**src/rtl/sdp_ram_if.sv**
```systemverilog
// Bus bundle for sdp_ram_pipelined: write port, read port, clear request and status.
// The master side drives requests; the slave side (the RAM) drives busy/q/q_valid/addr_err.
interface sdp_ram_if #(
  parameter int DATA_WIDTH = 8,
  parameter int BYTE_WIDTH = 8,
  parameter int ADDR_WIDTH = 2
);
  localparam int NUM_LANES = DATA_WIDTH / BYTE_WIDTH;

  logic                  clear_start;
  logic                  busy;
  logic                  we;
  logic [ADDR_WIDTH-1:0] write_addr;
  logic [DATA_WIDTH-1:0] data;
  logic [NUM_LANES-1:0]  byte_en;
  logic                  re;
  logic [ADDR_WIDTH-1:0] read_addr;
  logic [DATA_WIDTH-1:0] q;
  logic                  q_valid;
  logic                  addr_err;

  modport master (
    output clear_start, we, write_addr, data, byte_en, re, read_addr,
    input  busy, q, q_valid, addr_err
  );

  modport slave (
    input  clear_start, we, write_addr, data, byte_en, re, read_addr,
    output busy, q, q_valid, addr_err
  );
endinterface

```
**src/rtl/sdp_ram_pipelined.sv**
```systemverilog
// Simple dual-port RAM with byte enables, 1/2-cycle registered read and a clear sweep.
// Define SDP_RAM_BYPASS_EN for write-first read-during-write; otherwise read-first.
module sdp_ram_pipelined #(
  parameter int                    DATA_WIDTH   = 8,
  parameter int                    BYTE_WIDTH   = 8,
  parameter int                    MEM_DEPTH    = 4,
  parameter int                    ADDR_WIDTH   = (MEM_DEPTH > 2) ? $clog2(MEM_DEPTH) : 1,
  parameter int                    READ_LATENCY = 1,
  parameter logic [DATA_WIDTH-1:0] CLEAR_VALUE  = '0
) (
  input logic      clk,
  input logic      reset,
  sdp_ram_if.slave bus
);
  localparam int                    NUM_LANES = DATA_WIDTH / BYTE_WIDTH;
  localparam logic [ADDR_WIDTH-1:0] LAST_ADDR = ADDR_WIDTH'(MEM_DEPTH - 1);
  localparam logic [0:0]            ST_CLEAR  = 1'b0;
  localparam logic [0:0]            ST_READY  = 1'b1;

  function automatic logic in_range(input logic [ADDR_WIDTH-1:0] a);
    return ({{(32-ADDR_WIDTH){1'b0}}, a} < 32'(MEM_DEPTH));
  endfunction

`ifdef SDP_RAM_BYPASS_EN
  function automatic logic [DATA_WIDTH-1:0] merge_lanes(input logic [DATA_WIDTH-1:0] old_word,
                                                        input logic [DATA_WIDTH-1:0] new_word,
                                                        input logic [NUM_LANES-1:0]  mask);
    logic [DATA_WIDTH-1:0] r;
    r = old_word;
    for (int i = 0; i < NUM_LANES; i++)
      if (mask[i]) r[i*BYTE_WIDTH +: BYTE_WIDTH] = new_word[i*BYTE_WIDTH +: BYTE_WIDTH];
    return r;
  endfunction
`endif

  logic [DATA_WIDTH-1:0] mem_q [MEM_DEPTH];

  logic [0:0]            state_q, state_d;
  logic [ADDR_WIDTH-1:0] ptr_q, ptr_d;
  logic                  ready, rd_acc, wr_acc, err_p0;
  logic                  mem_we;
  logic [ADDR_WIDTH-1:0] mem_waddr;
  logic [DATA_WIDTH-1:0] mem_wdata;
  logic [NUM_LANES-1:0]  mem_wmask;
  logic [DATA_WIDTH-1:0] rd_word_p0;
  logic                  rd_vld_p1_q, rd_vld_p1_d;
  logic                  addr_err_q, addr_err_d;
  logic [DATA_WIDTH-1:0] q_out;
  logic                  q_vld;

  // Stage p0: request acceptance, clear sequencing and memory write
  always_comb begin
    ready  = (state_q == ST_READY) && !reset;
    rd_acc = ready && bus.re;
    wr_acc = ready && bus.we && in_range(bus.write_addr);
    err_p0 = ready && ((bus.we && !in_range(bus.write_addr)) ||
                       (bus.re && !in_range(bus.read_addr)));
  end

  always_comb begin
    state_d = state_q;
    ptr_d   = ptr_q;
    case (state_q)
      ST_CLEAR: begin
        ptr_d = ptr_q + 1'b1;
        if (ptr_q == LAST_ADDR) begin
          state_d = ST_READY;
          ptr_d   = '0;
        end
      end
      default: begin
        if (bus.clear_start) begin
          state_d = ST_CLEAR;
          ptr_d   = '0;
        end
      end
    endcase
  end

  always_ff @(posedge clk) begin
    if (reset) begin
      state_q <= ST_CLEAR;
      ptr_q   <= '0;
    end else begin
      state_q <= state_d;
      ptr_q   <= ptr_d;
    end
  end

  // The sweep writes whole words; byte_en only matters for user writes.
  always_comb begin
    mem_we    = 1'b0;
    mem_waddr = ptr_q;
    mem_wdata = CLEAR_VALUE;
    mem_wmask = '1;
    if (!reset) begin
      if (state_q == ST_CLEAR) begin
        mem_we = 1'b1;
      end else if (wr_acc) begin
        mem_we    = 1'b1;
        mem_waddr = bus.write_addr;
        mem_wdata = bus.data;
        mem_wmask = bus.byte_en;
      end
    end
  end

  always_ff @(posedge clk) begin
    if (mem_we)
      for (int i = 0; i < NUM_LANES; i++)
        if (mem_wmask[i])
          mem_q[mem_waddr][i*BYTE_WIDTH +: BYTE_WIDTH] <= mem_wdata[i*BYTE_WIDTH +: BYTE_WIDTH];
  end

  always_comb begin
    rd_word_p0 = '0;
    if (in_range(bus.read_addr)) rd_word_p0 = mem_q[bus.read_addr];
`ifdef SDP_RAM_BYPASS_EN
    if (wr_acc && (bus.write_addr == bus.read_addr))
      rd_word_p0 = merge_lanes(rd_word_p0, bus.data, bus.byte_en);
`endif
  end

  // Stage p1: captured read word, valid and address-error strobe
  always_comb begin
    rd_vld_p1_d = rd_acc;
    addr_err_d  = err_p0;
  end

  always_ff @(posedge clk) begin
    if (reset) begin
      rd_vld_p1_q <= 1'b0;
      addr_err_q  <= 1'b0;
    end else begin
      rd_vld_p1_q <= rd_vld_p1_d;
      addr_err_q  <= addr_err_d;
    end
  end

  if (READ_LATENCY == 2) begin : g_lat2
    logic [DATA_WIDTH-1:0] rd_data_p1_q, rd_data_p1_d;
    logic [DATA_WIDTH-1:0] rd_data_p2_q, rd_data_p2_d;
    logic                  rd_vld_p2_q, rd_vld_p2_d;

    always_comb begin
      rd_data_p1_d = rd_acc ? rd_word_p0 : rd_data_p1_q;
      rd_data_p2_d = rd_vld_p1_q ? rd_data_p1_q : rd_data_p2_q;
      rd_vld_p2_d  = rd_vld_p1_q;
    end

    always_ff @(posedge clk) rd_data_p1_q <= rd_data_p1_d;

    // Stage p2: output register, q holds between strobes
    always_ff @(posedge clk) begin
      if (reset) begin
        rd_data_p2_q <= '0;
        rd_vld_p2_q  <= 1'b0;
      end else begin
        rd_data_p2_q <= rd_data_p2_d;
        rd_vld_p2_q  <= rd_vld_p2_d;
      end
    end

    assign q_out = rd_data_p2_q;
    assign q_vld = rd_vld_p2_q;
  end else begin : g_lat1
    logic [DATA_WIDTH-1:0] rd_data_p1_q, rd_data_p1_d;

    always_comb rd_data_p1_d = rd_acc ? rd_word_p0 : rd_data_p1_q;

    always_ff @(posedge clk) begin
      if (reset) rd_data_p1_q <= '0;
      else       rd_data_p1_q <= rd_data_p1_d;
    end

    assign q_out = rd_data_p1_q;
    assign q_vld = rd_vld_p1_q;
  end

  assign bus.busy     = (state_q == ST_CLEAR) || reset;
  assign bus.q        = q_out;
  assign bus.q_valid  = q_vld;
  assign bus.addr_err = addr_err_q;
endmodule

```
**src/flat_wrapper.sv**
```systemverilog
// flat-port wrapper written by rule: the top's interface ports become plain ports
module sdp_ram_pipelined_flat 
#(
  parameter int                    DATA_WIDTH   = 8,
  parameter int                    BYTE_WIDTH   = 8,
  parameter int                    MEM_DEPTH    = 4,
  parameter int                    ADDR_WIDTH   = (MEM_DEPTH > 2) ? $clog2(MEM_DEPTH) : 1,
  parameter int                    READ_LATENCY = 1,
  parameter logic [DATA_WIDTH-1:0] CLEAR_VALUE  = '0
)
  (clk, reset, bus_clear_start, bus_we, bus_write_addr, bus_data, bus_byte_en, bus_re, bus_read_addr, bus_busy, bus_q, bus_q_valid, bus_addr_err);
  sdp_ram_if #(.DATA_WIDTH(DATA_WIDTH), .BYTE_WIDTH(BYTE_WIDTH), .ADDR_WIDTH(ADDR_WIDTH)) bus_i ();
  input logic clk;
  input logic reset;
  input wire logic [$bits(bus_i.clear_start)-1:0] bus_clear_start;
  input wire logic [$bits(bus_i.we)-1:0] bus_we;
  input wire logic [$bits(bus_i.write_addr)-1:0] bus_write_addr;
  input wire logic [$bits(bus_i.data)-1:0] bus_data;
  input wire logic [$bits(bus_i.byte_en)-1:0] bus_byte_en;
  input wire logic [$bits(bus_i.re)-1:0] bus_re;
  input wire logic [$bits(bus_i.read_addr)-1:0] bus_read_addr;
  output wire logic [$bits(bus_i.busy)-1:0] bus_busy;
  output wire logic [$bits(bus_i.q)-1:0] bus_q;
  output wire logic [$bits(bus_i.q_valid)-1:0] bus_q_valid;
  output wire logic [$bits(bus_i.addr_err)-1:0] bus_addr_err;
  assign bus_i.clear_start = bus_clear_start;
  assign bus_i.we = bus_we;
  assign bus_i.write_addr = bus_write_addr;
  assign bus_i.data = bus_data;
  assign bus_i.byte_en = bus_byte_en;
  assign bus_i.re = bus_re;
  assign bus_i.read_addr = bus_read_addr;
  assign bus_busy = bus_i.busy;
  assign bus_q = bus_i.q;
  assign bus_q_valid = bus_i.q_valid;
  assign bus_addr_err = bus_i.addr_err;
  sdp_ram_pipelined #(.DATA_WIDTH(DATA_WIDTH), .BYTE_WIDTH(BYTE_WIDTH), .MEM_DEPTH(MEM_DEPTH), .ADDR_WIDTH(ADDR_WIDTH), .READ_LATENCY(READ_LATENCY), .CLEAR_VALUE(CLEAR_VALUE)) u_core (.clk(clk), .reset(reset), .bus(bus_i));
endmodule
```
**config.mk**
```make
export PLATFORM = sky130hd
export DESIGN_NAME = sdp_ram_pipelined_flat
export DESIGN_NICKNAME = d
export VERILOG_FILES = /design/src/rtl/sdp_ram_if.sv /design/src/rtl/sdp_ram_pipelined.sv /design/src/flat_wrapper.sv
export SDC_FILE = /design/constraint.sdc
export NUM_CORES = 1
export LEC_CHECK = 0
export ABC_AREA = 1
export CAP_MARGIN = 0
export CELL_PAD_IN_SITES_DETAIL_PLACEMENT = 2
export CELL_PAD_IN_SITES_GLOBAL_PLACEMENT = 2
export CORE_MARGIN = 2
export CORE_UTILIZATION = 33
export DETAILED_ROUTE_END_ITERATION = 6
export GPL_TIMING_DRIVEN = 1
export PLACE_DENSITY_LB_ADDON = 0.1
export SETUP_SLACK_MARGIN = 0.1
export SYNTH_ARGS = -nofsm -noshare
export SYNTH_HDL_FRONTEND = slang
export SYNTH_SLANG_ARGS = --single-unit
```
**constraint.sdc**
```tcl
create_clock -name clk -period 1.95 [get_ports clk]
set_clock_uncertainty 0.05 [all_clocks]
set_input_delay 0.39 -clock clk [delete_from_list [all_inputs] [get_ports clk]]
set_output_delay 0.39 -clock clk [all_outputs]
set_load 0.02 [all_outputs]
```
# --- Word-level counts from Yosys, hierarchy flattened ---
# Memories as Yosys holds them, arrays and structs flattened. A register that Yosys moved wholly into a read port is not among the register bits.
# Cells that the tools add are included.
op_classes:
  add_sub_neg: 1
  mul: 0
  div: 0
  order_cmp: 0
  n_eq_ne: 2
  shift: 0
  n_mux: 21
  bitwise: 1
  n_reduce_logical: 5
op_table:
  columns: ["cell", "count"]
  rows:
  - ["8-bit two-way mux", 3]
  - ["1-bit two-way mux", 12]
  - ["2-bit two-way mux", 6]
  - ["1-bit logical AND", 3]
  - ["2-bit by 1-bit adder with 2-bit output (second input constant)", 1]
  - ["2-bit equality test (second input constant)", 1]
  - ["2-bit inequality test (second input constant)", 1]
  - ["1-bit logical NOT", 1]
  - ["1-bit logical OR", 1]
  - ["1-bit NOT", 1]
word_totals:
  reg_bits: 4
  latch_bits: 0
  mem_bits_rw: 32
  rom_bits: 0
  in_bits: 18
  mem_count: 1
mem_list:
  columns: ["name", "words", "width", "rd", "rd_ports_with_merged_regs", "wr", "line", "rtl"]
  rows:
  - ["u_core.mem_q", 4, 8, 1, 1, 1, "sdp_ram_pipelined.sv:36", "logic [DATA_WIDTH-1:0] mem_q [MEM_DEPTH];"]

# --- Longest topological paths before layout ---
logic_depth:
  word_depth: 9
  ltp_mapped: 7

# --- Worst setup path before layout ---
# No wires, ideal clock.
synth_path:
  kind: "input to register"
  startpoint: "in reset"
  endpoint: "mem u_core.mem_q[2][0], enable pin"
  setup_ns: 0.370
  t_arrival_ns: 1.112
  t_required_ns: 1.530
  setup_slack_ns: 0.417
  path_stages: 5
  n_path_buf: 0
  path_cell_list: "inv_2 > nand3_4 > nand2_1 > nand3_1 > nor2_1"
synth_between:
  elab_chain_len: 9
synth_lines:
  columns: ["item", "line", "rtl"]
  rows:
  - ["start, declared", "flat_wrapper.sv:14", "input logic reset;"]
  - ["1-bit logical NOT", "sdp_ram_pipelined.sv:53", "ready = (state_q == ST_READY) && !reset;"]
  - ["1-bit logical AND", "sdp_ram_pipelined.sv:53", null]
  - ["1-bit logical AND", "sdp_ram_pipelined.sv:55", "wr_acc = ready && bus.we && in_range(bus.write_addr);"]
  - ["1-bit two-way mux", "sdp_ram_pipelined.sv:99", "end else if (wr_acc) begin"]
  - ["1-bit two-way mux", "sdp_ram_pipelined.sv:97", "if (state_q == ST_CLEAR) begin"]
  - ["1-bit two-way mux", "sdp_ram_pipelined.sv:96", "if (!reset) begin"]
  - ["1-bit two-way mux", "sdp_ram_pipelined.sv:111", "if (mem_wmask[i])"]
  - ["1-bit two-way mux", "sdp_ram_pipelined.sv:109", "if (mem_we)"]
  - ["1-bit two-way mux (not written as such)", "sdp_ram_pipelined.sv:112", "mem_q[mem_waddr][i*BYTE_WIDTH +: BYTE_WIDTH] <= mem_wdata[i*BYTE_WIDTH +: BYTE_WIDTH];"]
  - ["end, declared", "sdp_ram_pipelined.sv:36", null]
# Several ways; a longest one is shown, not always the timed one.

# --- Worst setup path in the final report ---
layout_path:
  startpoint: "in reset"
  endpoint: "out bus_busy"
layout_between:
  elab_chain_len: 1
layout_lines:
  columns: ["item", "line", "rtl"]
  rows:
  - ["1-bit logical OR", "sdp_ram_pipelined.sv:180", "assign bus.busy = (state_q == ST_CLEAR) || reset;"]
  - ["end, declared", "flat_wrapper.sv:22", "output wire logic [$bits(bus_i.busy)-1:0] bus_busy;"]
# No other way between the ends.

==> metrics.txt <==
top-area cell type share of the netlist area 0.5207; Die Wd between 70 and 80 µm; Hold WS between 0.4 and 0.5 ns; Post-Syn Nets slightly below 200; 1st-pass router iterations 3; worst vdd ir 0.3624 mV; Top Ports 29; first-pass GRT wire length 7231 µm; # nets final 233; Post-DRT Antenna Nets 0; count leader, synth nand2_1; Min Clock Period, post-route 1.798 ns; final period utilization 0.9221; Post-CTS Setup Bufs 0; crit-path max FO 2; multi-input logic area 505.5 µm²; Layout Utilization 0.4237; max cap viols 0; hold_buf cts 0; ratio of cells with drive above 1 in the final layout 0.1163; CTS max path bufs 2; Die ar. 0.006206 mm²; Top FF cell, synth edfxtp_1; area grow syn2layout 24.88%; dominant cells by area after synthesis edfxtp_1 52%, dfxtp_1 13%, nand2_1 10%; CTS clk-pin slew, worst paths 0.08 ns; TNS Setup 0 ns; Post-DP HPWL 3460 µm; PD cells around 790 mW/mm²; non-filler cells, final 287; post-synthesis sequential area ratio 0.6508; Antenna Cells 0; element type at the critical path end primary output; Final Max Slew Viols 0; Iter 0 DRT Violations 15; routed wire length 4615 µm; clock network power share 0.300; Syn Area/Cell 10.49 µm²; gpl congestion 0.7326; Yosys top cell by area edfxtp_1; Row Count 27; # fillers 583; YS warnings 0; total core area 0.005439 mm²; RSZ-0062 raised after global routing false; Crit Path Category input pin to primary output; Post-synth EDFFs 32; H-tree depth 2; overall global routing resource usage 0.1583; initial antenna violation count 0; Initial Utilization 0.3393; Die Y just under 80 µm; FF/Latch Area ~0.0012 mm²; clock latency on the worst-skew pair 0.29 ns; Hold Crit Class flop to flop; Leak 0.0009160 µW; outcome complete, no violations; final count of hold timing violations 0; cell internal pwr 1382 µW; largest net degree at the start of global routing 17; # clock sinks 44; GRT overflow 0; clk root buf clkbuf_8; CP startpoint kind input pin; vias per inst 4.693; WP data arrival 1.36 ns; Sw Ratio 0.2363; post-CTS sizing 1; Routed WL per cell 16.08 µm; fmax between 500 and 600 MHz; CTS tree done; Remaining DRCs 0; vias in the first global route 1478; mapped cell area 0.001846 mm²; Post-Syn Instances 176; dpl cells 279; CTS Buf Count 5; Synth top cells by count 50 x nand2_1, 34 x nand3_1, 32 x edfxtp_1, 13 x inv_1; final setup vio count 0; sequential share of power 0.589; IO buf count 27; switching power 427.5 µW; Post-synth ARST share 0; Comb power frac 0.110; via count 1347; Synth Register Bits 44; synth unique cells 18; CP required roughly 1.5 ns
[flip-flops by register name, summed over array words and instances, names as in the netlist]
register	flops
u_core.bus.q	8
u_core.bus.q_valid	1
u_core.mem_q	32
u_core.ptr_q	2
u_core.state_q	1
[final timing paths]
kind / startpoint / slack (ns) / cells after the start / end
max: reset / 0.15 / 4 / bus_busy
min: u_core.bus.q[0]$_SDFFE_PP0P_ / 0.43 / 2 / u_core.bus.q[0]$_SDFFE_PP0P_
max reg2reg: u_core.state_q$_SDFF_PP0_ / 0.33 / 5 / u_core.mem_q[2][7]$_DFFE_PP_
min reg2reg: u_core.bus.q[0]$_SDFFE_PP0P_ / 0.43 / 2 / u_core.bus.q[0]$_SDFFE_PP0P_
[critical path, cell delays in order]
cell	delay [ns]
clkdlybuf4s50_1	0.50
inv_2	0.05
nand2_1	0.06
dlygate4sd2_1	0.35
[stage by stage]
stage          worst slack [ns]  total power (µW)  area (µm²)
2_1_floorplan            0.4173              1191        1846
3_3_place_gp           -0.06948              1272        2220
3_5_place_dp            -0.1378              1289        2220
4_1_cts                  0.1345              1825        2298
5_1_grt                  0.1136              1882        2305
6_report                 0.1519              1809        2305
[power by group through the flow]
stage	registers, µW	logic (µW)	clock network [µW]
2_1_floorplan	1080	108	0
3_3_place_gp	1090	187	0
3_5_place_dp	1090	201	0
4_1_cts	1070	202	556
5_1_grt	1070	221	590
6_report	1070	200	543
[cell usage in the layout, fill, tap and decap left out, drive strengths merged, types with 3 or more instances in the layout]
| cell type | n |
|---|---|
| nand2 | 50 |
| nand3 | 36 |
| edfxtp | 32 |
| clkdlybuf4s50 | 26 |
| inv | 16 |
| dfxtp | 12 |
| nor2 | 12 |
| buf | 12 |
| clkbuf | 7 |
| a21oi | 4 |
| o21ai | 3 |
[cell type report]
cell class                      instances  area share
Clock inverter                          1    0.001629
Multi-Input combinational cell        108      0.2193
Clock buffer                            7     0.03312
Timing Repair Buffer                   39      0.1574
Tap cell                               72     0.03909
Sequential cell                        44      0.5212
Inverter                               16     0.02823
[cell families (layout without fill, tap and decap cells)]
| kind of cell | count (synthesis) | count (layout) | share of synthesized area |
|---|---|---|---|
| buffers and inverters | 24 | 63 | 0.07660 |
| other | 1 | 1 | 0.002032 |
| adder cells (fa/ha/maj) | 1 | 1 | 0.006779 |
| flip-flops | 44 | 44 | 0.6508 |
| AO/OA/AOI/OAI | 7 | 7 | 0.02305 |
| AND/OR/NAND/NOR | 99 | 99 | 0.2407 |
[layer usage]
| metal | global-route usage | up-vias | wire length [µm] |
|---|---|---|---|
| li1 | - | 656 | - |
| met5 | 0 | - | 0 |
| met1 | 0.1745 | 661 | 1834 |
| met3 | 0.02500 | 8 | 111 |
| met2 | 0.3060 | 22 | 2603 |
| met4 | 0.05263 | 0 | 66 |
Note: power is estimated with default switching activity, not from simulation.
